**src/rtl/nabp_pkg.sv**
```systemverilog
// Shared types and constants for the NABP angle sequencer and its shifter-side models.
package nabp_pkg;

  localparam int unsigned ANGLE_LEN_DEF = 9;
  localparam int unsigned ANGLE_SWAP_LO = 45;
  localparam int unsigned ANGLE_SWAP_HI = 135;
  localparam int unsigned ANGLE_NEG_LO  = 90;
  localparam int unsigned ANGLE_NEG_HI  = 180;

  typedef logic [ANGLE_LEN_DEF-1:0] angle_t;

  typedef enum logic [2:0] {
    ST_IDLE    = 3'd0,
    ST_LOOKUP  = 3'd1,
    ST_CAPTURE = 3'd2,
    ST_OFFER   = 3'd3,
    ST_RUN     = 3'd4,
    ST_NEXT    = 3'd5,
    ST_DONE    = 3'd6
  } nabp_state_e;

  function automatic logic in_range(input int unsigned a, input int unsigned lo,
                                    input int unsigned hi);
    return (a >= lo) && (a < hi);
  endfunction

endpackage

```
**src/rtl/nabp_angle_sequencer_if.sv**
```systemverilog
// Configuration handshake and line-completion channel between the angle sequencer and the shifter.
interface nabp_angle_sequencer_if #(
  parameter int ANGLE_LEN = 9,
  parameter int ACCU_W    = 16
);

  logic [ANGLE_LEN-1:0] sh_angle;
  logic [ACCU_W-1:0]    sh_accu_base;
  logic                 sh_swap;
  logic                 sh_neg;
  logic                 sh_cfg_valid;
  logic                 sh_cfg_ready;
  logic                 sh_line_done;

  modport master (
    output sh_angle, sh_accu_base, sh_swap, sh_neg, sh_cfg_valid,
    input  sh_cfg_ready, sh_line_done
  );

  modport slave (
    input  sh_angle, sh_accu_base, sh_swap, sh_neg, sh_cfg_valid,
    output sh_cfg_ready, sh_line_done
  );

endinterface

```
**src/rtl/nabp_octant_decode.sv**
```systemverilog
// Combinational octant decode: swap axes in the cot region, negative slope in the upper half-turn.
module nabp_octant_decode
  import nabp_pkg::*;
#(
  parameter int ANGLE_LEN = 9
) (
  input  logic [ANGLE_LEN-1:0] angle_i,
  output logic                 swap_o,
  output logic                 neg_o
);

  // Region membership of the current angle.
  always_comb begin
    swap_o = in_range(32'(angle_i), ANGLE_SWAP_LO, ANGLE_SWAP_HI);
    neg_o  = in_range(32'(angle_i), ANGLE_NEG_LO, ANGLE_NEG_HI);
  end

endmodule

```
**src/rtl/nabp_angle_sequencer.sv**
```systemverilog
// Steps the projection angle, fetches tan/cot base from the LUT and hands one config per angle to the shifter.
// Optional abort input / aborted output enabled by defining NABP_SEQ_ABORT_EN.
module nabp_angle_sequencer
  import nabp_pkg::*;
#(
  parameter int ANGLE_LEN  = 9,
  parameter int ANGLE_STEP = 1,
  parameter int ANGLE_END  = 180,
  parameter int ACCU_W     = 16,
  parameter int LINE_CNT_W = 10,
  parameter int NUM_LINES  = 256
) (
  input  logic                  clk,
  input  logic                  reset_n,
  input  logic                  start,
`ifdef NABP_SEQ_ABORT_EN
  input  logic                  abort,
  output logic                  aborted,
`endif
  output logic                  busy,
  output logic                  done,
  output logic [ANGLE_LEN-1:0]  lut_angle,
  input  logic [ACCU_W-1:0]     lut_accu_base,
  output logic [ANGLE_LEN-1:0]  angle_idx,
  nabp_angle_sequencer_if.master sh
);

  localparam logic [2:0] S_IDLE    = ST_IDLE;
  localparam logic [2:0] S_LOOKUP  = ST_LOOKUP;
  localparam logic [2:0] S_CAPTURE = ST_CAPTURE;
  localparam logic [2:0] S_OFFER   = ST_OFFER;
  localparam logic [2:0] S_RUN     = ST_RUN;
  localparam logic [2:0] S_NEXT    = ST_NEXT;
  localparam logic [2:0] S_DONE    = ST_DONE;

  localparam logic [ANGLE_LEN:0]    STEP_W    = (ANGLE_LEN+1)'(ANGLE_STEP);
  localparam logic [ANGLE_LEN:0]    END_W     = (ANGLE_LEN+1)'(ANGLE_END);
  localparam logic [LINE_CNT_W-1:0] LINE_LAST = LINE_CNT_W'(NUM_LINES - 1);

  logic [2:0]            state_q, state_d;
  logic [ANGLE_LEN-1:0]  angle_q, angle_d;
  logic [ANGLE_LEN-1:0]  lut_angle_q, lut_angle_d;
  logic [ANGLE_LEN-1:0]  sh_angle_q, sh_angle_d;
  logic [ACCU_W-1:0]     accu_q, accu_d;
  logic                  swap_q, swap_d;
  logic                  neg_q, neg_d;
  logic                  valid_q, valid_d;
  logic                  busy_q, busy_d;
  logic                  done_q, done_d;
  logic [LINE_CNT_W-1:0] cnt_q, cnt_d;

  logic [ANGLE_LEN:0]    angle_nxt_s;
  logic                  swap_s;
  logic                  neg_s;
  logic                  abort_s;
  logic                  abort_hit_s;

`ifdef NABP_SEQ_ABORT_EN
  assign abort_s = abort;
`else
  assign abort_s = 1'b0;
`endif

  // Widened by one bit so the end-of-sweep test cannot wrap.
  assign angle_nxt_s = {1'b0, angle_q} + STEP_W;
  assign abort_hit_s = abort_s && (state_q != S_IDLE) && (state_q != S_DONE);

  nabp_octant_decode #(
    .ANGLE_LEN (ANGLE_LEN)
  ) u_octant (
    .angle_i (angle_q),
    .swap_o  (swap_s),
    .neg_o   (neg_s)
  );

  // Next-state and next-output computation for the sweep FSM.
  always_comb begin
    state_d    = state_q;
    angle_d    = angle_q;
    sh_angle_d = sh_angle_q;
    accu_d     = accu_q;
    swap_d     = swap_q;
    neg_d      = neg_q;
    cnt_d      = cnt_q;
    busy_d     = busy_q;

    case (state_q)
      S_IDLE: begin
        if (start) begin
          state_d = S_LOOKUP;
          angle_d = '0;
          busy_d  = 1'b1;
        end else begin
          state_d = S_IDLE;
        end
      end
      S_LOOKUP: begin
        state_d = S_CAPTURE;
      end
      S_CAPTURE: begin
        sh_angle_d = angle_q;
        accu_d     = lut_accu_base;
        swap_d     = swap_s;
        neg_d      = neg_s;
        state_d    = S_OFFER;
      end
      S_OFFER: begin
        if (sh.sh_cfg_ready) begin
          cnt_d   = '0;
          state_d = S_RUN;
        end else begin
          state_d = S_OFFER;
        end
      end
      S_RUN: begin
        if (sh.sh_line_done) begin
          cnt_d   = cnt_q + LINE_CNT_W'(1);
          state_d = (cnt_q == LINE_LAST) ? S_NEXT : S_RUN;
        end else begin
          state_d = S_RUN;
        end
      end
      S_NEXT: begin
        angle_d = angle_nxt_s[ANGLE_LEN-1:0];
        state_d = (angle_nxt_s >= END_W) ? S_DONE : S_LOOKUP;
      end
      S_DONE: begin
        busy_d  = 1'b0;
        state_d = S_IDLE;
      end
      default: begin
        busy_d  = 1'b0;
        state_d = S_IDLE;
      end
    endcase

    state_d = abort_hit_s ? S_DONE : state_d;

    // The LUT address is loaded on entry to LOOKUP so its registered result is ready in CAPTURE.
    lut_angle_d = (state_d == S_LOOKUP) ? angle_d : lut_angle_q;
    valid_d     = (state_d == S_OFFER);
    done_d      = (state_d == S_DONE);
  end

  // State and output registers with synchronous active-low reset.
  always_ff @(posedge clk) begin
    if (!reset_n) begin
      state_q     <= S_IDLE;
      angle_q     <= '0;
      lut_angle_q <= '0;
      sh_angle_q  <= '0;
      accu_q      <= '0;
      swap_q      <= 1'b0;
      neg_q       <= 1'b0;
      valid_q     <= 1'b0;
      busy_q      <= 1'b0;
      done_q      <= 1'b0;
      cnt_q       <= '0;
    end else begin
      state_q     <= state_d;
      angle_q     <= angle_d;
      lut_angle_q <= lut_angle_d;
      sh_angle_q  <= sh_angle_d;
      accu_q      <= accu_d;
      swap_q      <= swap_d;
      neg_q       <= neg_d;
      valid_q     <= valid_d;
      busy_q      <= busy_d;
      done_q      <= done_d;
      cnt_q       <= cnt_d;
    end
  end

`ifdef NABP_SEQ_ABORT_EN
  logic aborted_q;

  // Abort flag rides alongside the done pulse it caused.
  always_ff @(posedge clk) begin
    if (!reset_n) begin
      aborted_q <= 1'b0;
    end else begin
      aborted_q <= abort_hit_s;
    end
  end

  assign aborted = aborted_q;
`endif

  assign busy            = busy_q;
  assign done            = done_q;
  assign lut_angle       = lut_angle_q;
  assign angle_idx       = angle_q;
  assign sh.sh_angle     = sh_angle_q;
  assign sh.sh_accu_base = accu_q;
  assign sh.sh_swap      = swap_q;
  assign sh.sh_neg       = neg_q;
  assign sh.sh_cfg_valid = valid_q;

endmodule
```
**src/flat_wrapper.sv**
```systemverilog
// flat-port wrapper written by rule: the top's interface ports become plain ports
module nabp_angle_sequencer_flat import nabp_pkg::*;
#(
  parameter int ANGLE_LEN  = 9,
  parameter int ANGLE_STEP = 1,
  parameter int ANGLE_END  = 180,
  parameter int ACCU_W     = 16,
  parameter int LINE_CNT_W = 10,
  parameter int NUM_LINES  = 256
)
  (clk, reset_n, start, busy, done, lut_angle, lut_accu_base, angle_idx, sh_sh_angle, sh_sh_accu_base, sh_sh_swap, sh_sh_neg, sh_sh_cfg_valid, sh_sh_cfg_ready, sh_sh_line_done);
  nabp_angle_sequencer_if #(.ANGLE_LEN(ANGLE_LEN), .ACCU_W(ACCU_W)) sh_i ();
  input  logic clk;
  input  logic reset_n;
  input  logic start;
  output logic busy;
  output logic done;
  output logic [ANGLE_LEN-1:0] lut_angle;
  input  logic [ACCU_W-1:0] lut_accu_base;
  output logic [ANGLE_LEN-1:0] angle_idx;
  output wire logic [$bits(sh_i.sh_angle)-1:0] sh_sh_angle;
  output wire logic [$bits(sh_i.sh_accu_base)-1:0] sh_sh_accu_base;
  output wire logic [$bits(sh_i.sh_swap)-1:0] sh_sh_swap;
  output wire logic [$bits(sh_i.sh_neg)-1:0] sh_sh_neg;
  output wire logic [$bits(sh_i.sh_cfg_valid)-1:0] sh_sh_cfg_valid;
  input wire logic [$bits(sh_i.sh_cfg_ready)-1:0] sh_sh_cfg_ready;
  input wire logic [$bits(sh_i.sh_line_done)-1:0] sh_sh_line_done;
  assign sh_sh_angle = sh_i.sh_angle;
  assign sh_sh_accu_base = sh_i.sh_accu_base;
  assign sh_sh_swap = sh_i.sh_swap;
  assign sh_sh_neg = sh_i.sh_neg;
  assign sh_sh_cfg_valid = sh_i.sh_cfg_valid;
  assign sh_i.sh_cfg_ready = sh_sh_cfg_ready;
  assign sh_i.sh_line_done = sh_sh_line_done;
  nabp_angle_sequencer #(.ANGLE_LEN(ANGLE_LEN), .ANGLE_STEP(ANGLE_STEP), .ANGLE_END(ANGLE_END), .ACCU_W(ACCU_W), .LINE_CNT_W(LINE_CNT_W), .NUM_LINES(NUM_LINES)) u_core (.clk(clk), .reset_n(reset_n), .start(start), .busy(busy), .done(done), .lut_angle(lut_angle), .lut_accu_base(lut_accu_base), .angle_idx(angle_idx), .sh(sh_i));
endmodule
```
**config.mk**
```make
export PLATFORM = sky130hd
export DESIGN_NAME = nabp_angle_sequencer_flat
export DESIGN_NICKNAME = d
export VERILOG_FILES = /design/src/rtl/nabp_pkg.sv /design/src/rtl/nabp_angle_sequencer_if.sv /design/src/rtl/nabp_octant_decode.sv /design/src/rtl/nabp_angle_sequencer.sv /design/src/flat_wrapper.sv
export SDC_FILE = /design/constraint.sdc
export NUM_CORES = 1
export LEC_CHECK = 0
export BUFFER_PORTS_ARGS = -buffer_cell sky130_fd_sc_hd__buf_2
export CAP_MARGIN = 0
export CELL_PAD_IN_SITES_DETAIL_PLACEMENT = 0
export CELL_PAD_IN_SITES_GLOBAL_PLACEMENT = 1
export CORE_MARGIN = 5
export CORE_UTILIZATION = 39
export CTS_CLUSTER_DIAMETER = 150
export DETAILED_ROUTE_END_ITERATION = 10
export PLACE_DENSITY = 0.91
export SLEW_MARGIN = 10
export SYNTH_ARGS = -nofsm -noshare
export SYNTH_HDL_FRONTEND = slang
export SYNTH_SLANG_ARGS = --single-unit
```
**constraint.sdc**
```tcl
create_clock -name clk -period 2.2 [get_ports clk]
set_input_delay 0.11 -clock clk [delete_from_list [all_inputs] [get_ports clk]]
set_output_delay 0.11 -clock clk [all_outputs]
set_load 0.01 [all_outputs]
```
==> flow_summary_export.csv <==
group,metric,value,unit
outcome,outcome,"finished, final reports clean",
run,drv_cap,0,
synth,synth_compound_area_share,21.1,%
synth,yosysTopAreaCell,"dfxtp_1",
sta,slew_headroom,52.2,%
worst_setup_path,slowest_stage,"dfxtp_1",
drt,routedWlPerCell,13.7,um
synth,ys_seq_elements,61,
synth,synthMostInstantiatedCell,"nand2_1",
worst_setup_path,worstPathMaxFanout,11,
synth,yosysSeqAreaShare,43.8,%
pwr,power_switching,0.587,mW
pwr,ir_worst_vdd,0.000600,V
synth,synth.avg_cell_area,8.52,um^2
synth,syn_inst,327,
pwr,power,2.50,mW
worst_setup_path,critical_path_class,"flip-flop to flip-flop",
synth,async_flop_share,0,%
worst_setup_path,reg2reg_depth,7,
grt,grtUsageTotal,16.2,%
floorplanning,die-width,94.5,um
worst_setup_path,startpoint,"u_core.angle_idx[2]",
worst_setup_path,required,2.43,ns
worst_setup_path,slowest_delay,0.51,ns
grt,grt_overflow_total,0,
sta,skew,0.0115,ns
layout,antennaDiodeCount,0,
synth,syn_nets,352,
sta,period_share,88.9,%
layout,final_cell_count_no_fill,504,
place,place.port_buffers,68,
floorplanning,rows,30,
grt,grt_max_degree,33,
clocking,clockBufferDepth,2,
worst_setup_path,r2r-end,"u_core.lut_angle[3]",
drt,vias_per_cell,5.10,
pwr,switching_share,23.5,%
grt,antenna_found_initial,0,
grt,grt_pass1_vias,2366,
clocking,cts.sinks,61,
grt,grt_pass1_wl,11300,um
pwr,clkPwrFrac,45.6,%
synth,synth.area.mux_share,0.764,%
layout,regArea,1220,um^2
layout,design_area,3510,um^2
sta,worst_pin_slew,0.714,ns
place,gp_congestion,0.812,
worst_setup_path,crit_end,"u_core.lut_angle[3]",
pwr,combPwrFrac,8.3,%
place,dp_hpwl,4820,um
drt,drc,0,
layout,fill_cells,688,
place,post-place-cells,484,
worst_setup_path,end_kind,"flip-flop",
layout,area_delta_synth_final,26.1,%
layout,nets,428,
pwr,power.internal,1.91,mW
sta,setup-tns-final,0,ns
synth,syn-cell-area,2790,um^2
clocking,cts_root_buffer,"clkbuf_8",
worst_setup_path,crit_chain,"buf_4 > nand4_4 > nor2_2 > xor2_2 > a21oi_4 > a21o_2 > a32o_1",
floorplanning,die_height,94.5,um
layout,drive_gt1_share,27.5,%
clocking,clk_latency,0.34,ns
layout,multiInputGateArea,1440,um^2
clocking,cts_max_level,3,
clocking,cts_tree,"yes",
synth,synth_top_area_share,43.8,%
floorplanning,die-area,8930,um^2
clocking,post_cts_buffers,0,
sta,rsz0062_at_grt,"no",
synth,yosys.area_share.simple,24.7,%
worst_setup_path,cp.arrival,2.19,ns
pwr,pwr-share-seq,46.1,%
sta,slew_violations,0,
sta,finalHoldViolCount,0,
drt,postRouteAntennaNets,0,
synth,synth_warnings,0,
hold_path,worst_hold_path_type,"primary input to flip-flop",
drt,drt_wl_total,6890,um
synth,synthTopCellsByArea,"dfxtp_1 (44%), nand2_1 (9.0%), a21boi_0 (4.6%)",
drt,dr.pass1.iters,4,
place,place_area,3240,um^2
drt,vias,2569,
synth,synth_edf_count,0,
synth,ys_types,53,
synth,synth_flop_cell,"dfxtp_1",
floorplanning,initial_utilization,40.5,%
drt,drt-initial-drc-count,118,
sta,finalSetupViolCount,0,
worst_setup_path,rrSetupSlack,0.24,ns
sta,post-route-min-period,1.96,ns
worst_setup_path,startpoint_type,"flip-flop",
clocking,numCtsBuffers,9,
synth,synth_common_cells,"nand2_1 (67), dfxtp_1 (61), nor2_1 (27)",
worst_setup_path,rr_startpoint,"u_core.angle_idx[2]",
synth,synth_fa_ha_area_share,1.80,%
pwr,p_leak,1.50,nW
floorplanning,core_area,6870,um^2
pwr,powerDensity,712,nW/um^2
clocking,clk_pin_slew,0.07,ns
sta,fmax,511,MHz
synth,synth_xor_xnor_area_share,3.10,%
synth,synth_top_family_by_area,"simple AND/OR/NAND/NOR gates",
floorplanning,ios,69,
## state kept, by name, summed over array words and instances (netlist names)
register	cells
u_core.sh.sh_angle	9
u_core.sh.sh_accu_base	16
u_core.angle_idx	9
u_core.sh.sh_neg	1
u_core.done	1
u_core.lut_angle	9
u_core.sh.sh_cfg_valid	1
u_core.busy	1
u_core.sh.sh_swap	1
u_core.cnt_q	10
u_core.state_q	3
## timing repair
action	4_1_cts	5_1_grt
hold buffers	3	1
endpoints found under the hold margin	3	1
gates resized for setup	0	2
endpoints found under the setup margin	0	11
## metrics by stage
stage,utilization [%],hold WS [ns],setup slack (ns)
CTS,50.9,0.00186,0.0748
global route,51.1,0.00905,0.0866
global placement,47.2,0.354,0.214
detailed placement,47.2,0.360,0.119
floorplan,-,0.245,0.0729
finish,51.1,0.0142,0.244
## logic make-up after synthesis
| logic type | Yosys count |
|---|---|
| and+or+nand+nor | 144 |
| adders and majority gates | 4 |
| DFF | 61 |
| buffers and inverters | 25 |
| AOI/OAI and AO/OA | 82 |
| xor gates and xnor gates | 9 |
| muxes | 2 |
## worst min-delay path by stage
stage	end	slack, ns	cells after the start	from
finish	u_core.sh.sh_accu_base[8]	0.01	3	lut_accu_base[8]
global route	u_core.sh.sh_accu_base[13]	0.009	3	lut_accu_base[13]
CTS	u_core.sh.sh_accu_base[8]	0.002	3	lut_accu_base[8]
detailed placement	u_core.sh.sh_accu_base[9]	0.36	3	lut_accu_base[9]
global placement	u_core.sh.sh_accu_base[6]	0.35	3	lut_accu_base[6]
floorplan	u_core.sh.sh_accu_base[6]	0.24	2	lut_accu_base[6]
## power groups by stage
| stage | registers, mW | logic (mW) | clock network, mW |
|---|---|---|---|
| 4_1_cts | 1.15 | 0.207 | 1.15 |
| 2_1_floorplan | 1.18 | 0.126 | 0 |
| 6_report | 1.15 | 0.207 | 1.14 |
| 3_5_place_dp | 1.18 | 0.201 | 0 |
| 3_3_place_gp | 1.18 | 0.197 | 0 |
| 5_1_grt | 1.15 | 0.230 | 1.22 |
## cells in the final DEF (no fill, tap or decap), types with 3 or more instances in the layout
cell / count
nand2b_1: 6
nand2_1: 67
nand3_1: 10
buf_2: 68
nor2b_1: 6
a32o_1: 8
a21boi_1: 10
and2_1: 3
nand4_1: 5
dlygate4sd3_1: 4
nor2_1: 26
dfxtp_1: 60
clkbuf_8: 11
ha_1: 4
a21boi_0: 17
buf_4: 15
a31oi_1: 6
and3_1: 4
xor2_1: 8
a21oi_1: 14
o21ai_0: 10
## worst max-delay path: cells and delay by family (launching register included)
| family | cells | cell delay [ns] |
|---|---|---|
| flip-flops | 1 | 0.51 |
| AO/OA/AOI/OAI | 3 | 0.64 |
| buffers and inverters | 1 | 0.21 |
| XOR/XNOR | 1 | 0.20 |
| AND/OR/NAND/NOR | 2 | 0.27 |
## routing by layer
| layer | global-route usage [%] | wire [um] | vias up |
|---|---|---|---|
| met5 | 0 | 0 | - |
| met2 | 24.8 | 3070 | 67 |
| li1 | - | - | 1295 |
| met3 | 5.58 | 393 | 11 |
| met4 | 6.61 | 110 | 0 |
| met1 | 20.8 | 3310 | 1196 |
## final cells by class
cell class              count  share of cell area [%]
clock buffers              13                    4.53
clock inverters             3                    1.92
inverters                   3                   0.321
multi-input cells         241                    40.9
flip-flops and latches     61                    34.8
well taps                  96                    3.42
repair buffers             87                    14.0
No activity file was read; power rests on OpenSTA's default activity.
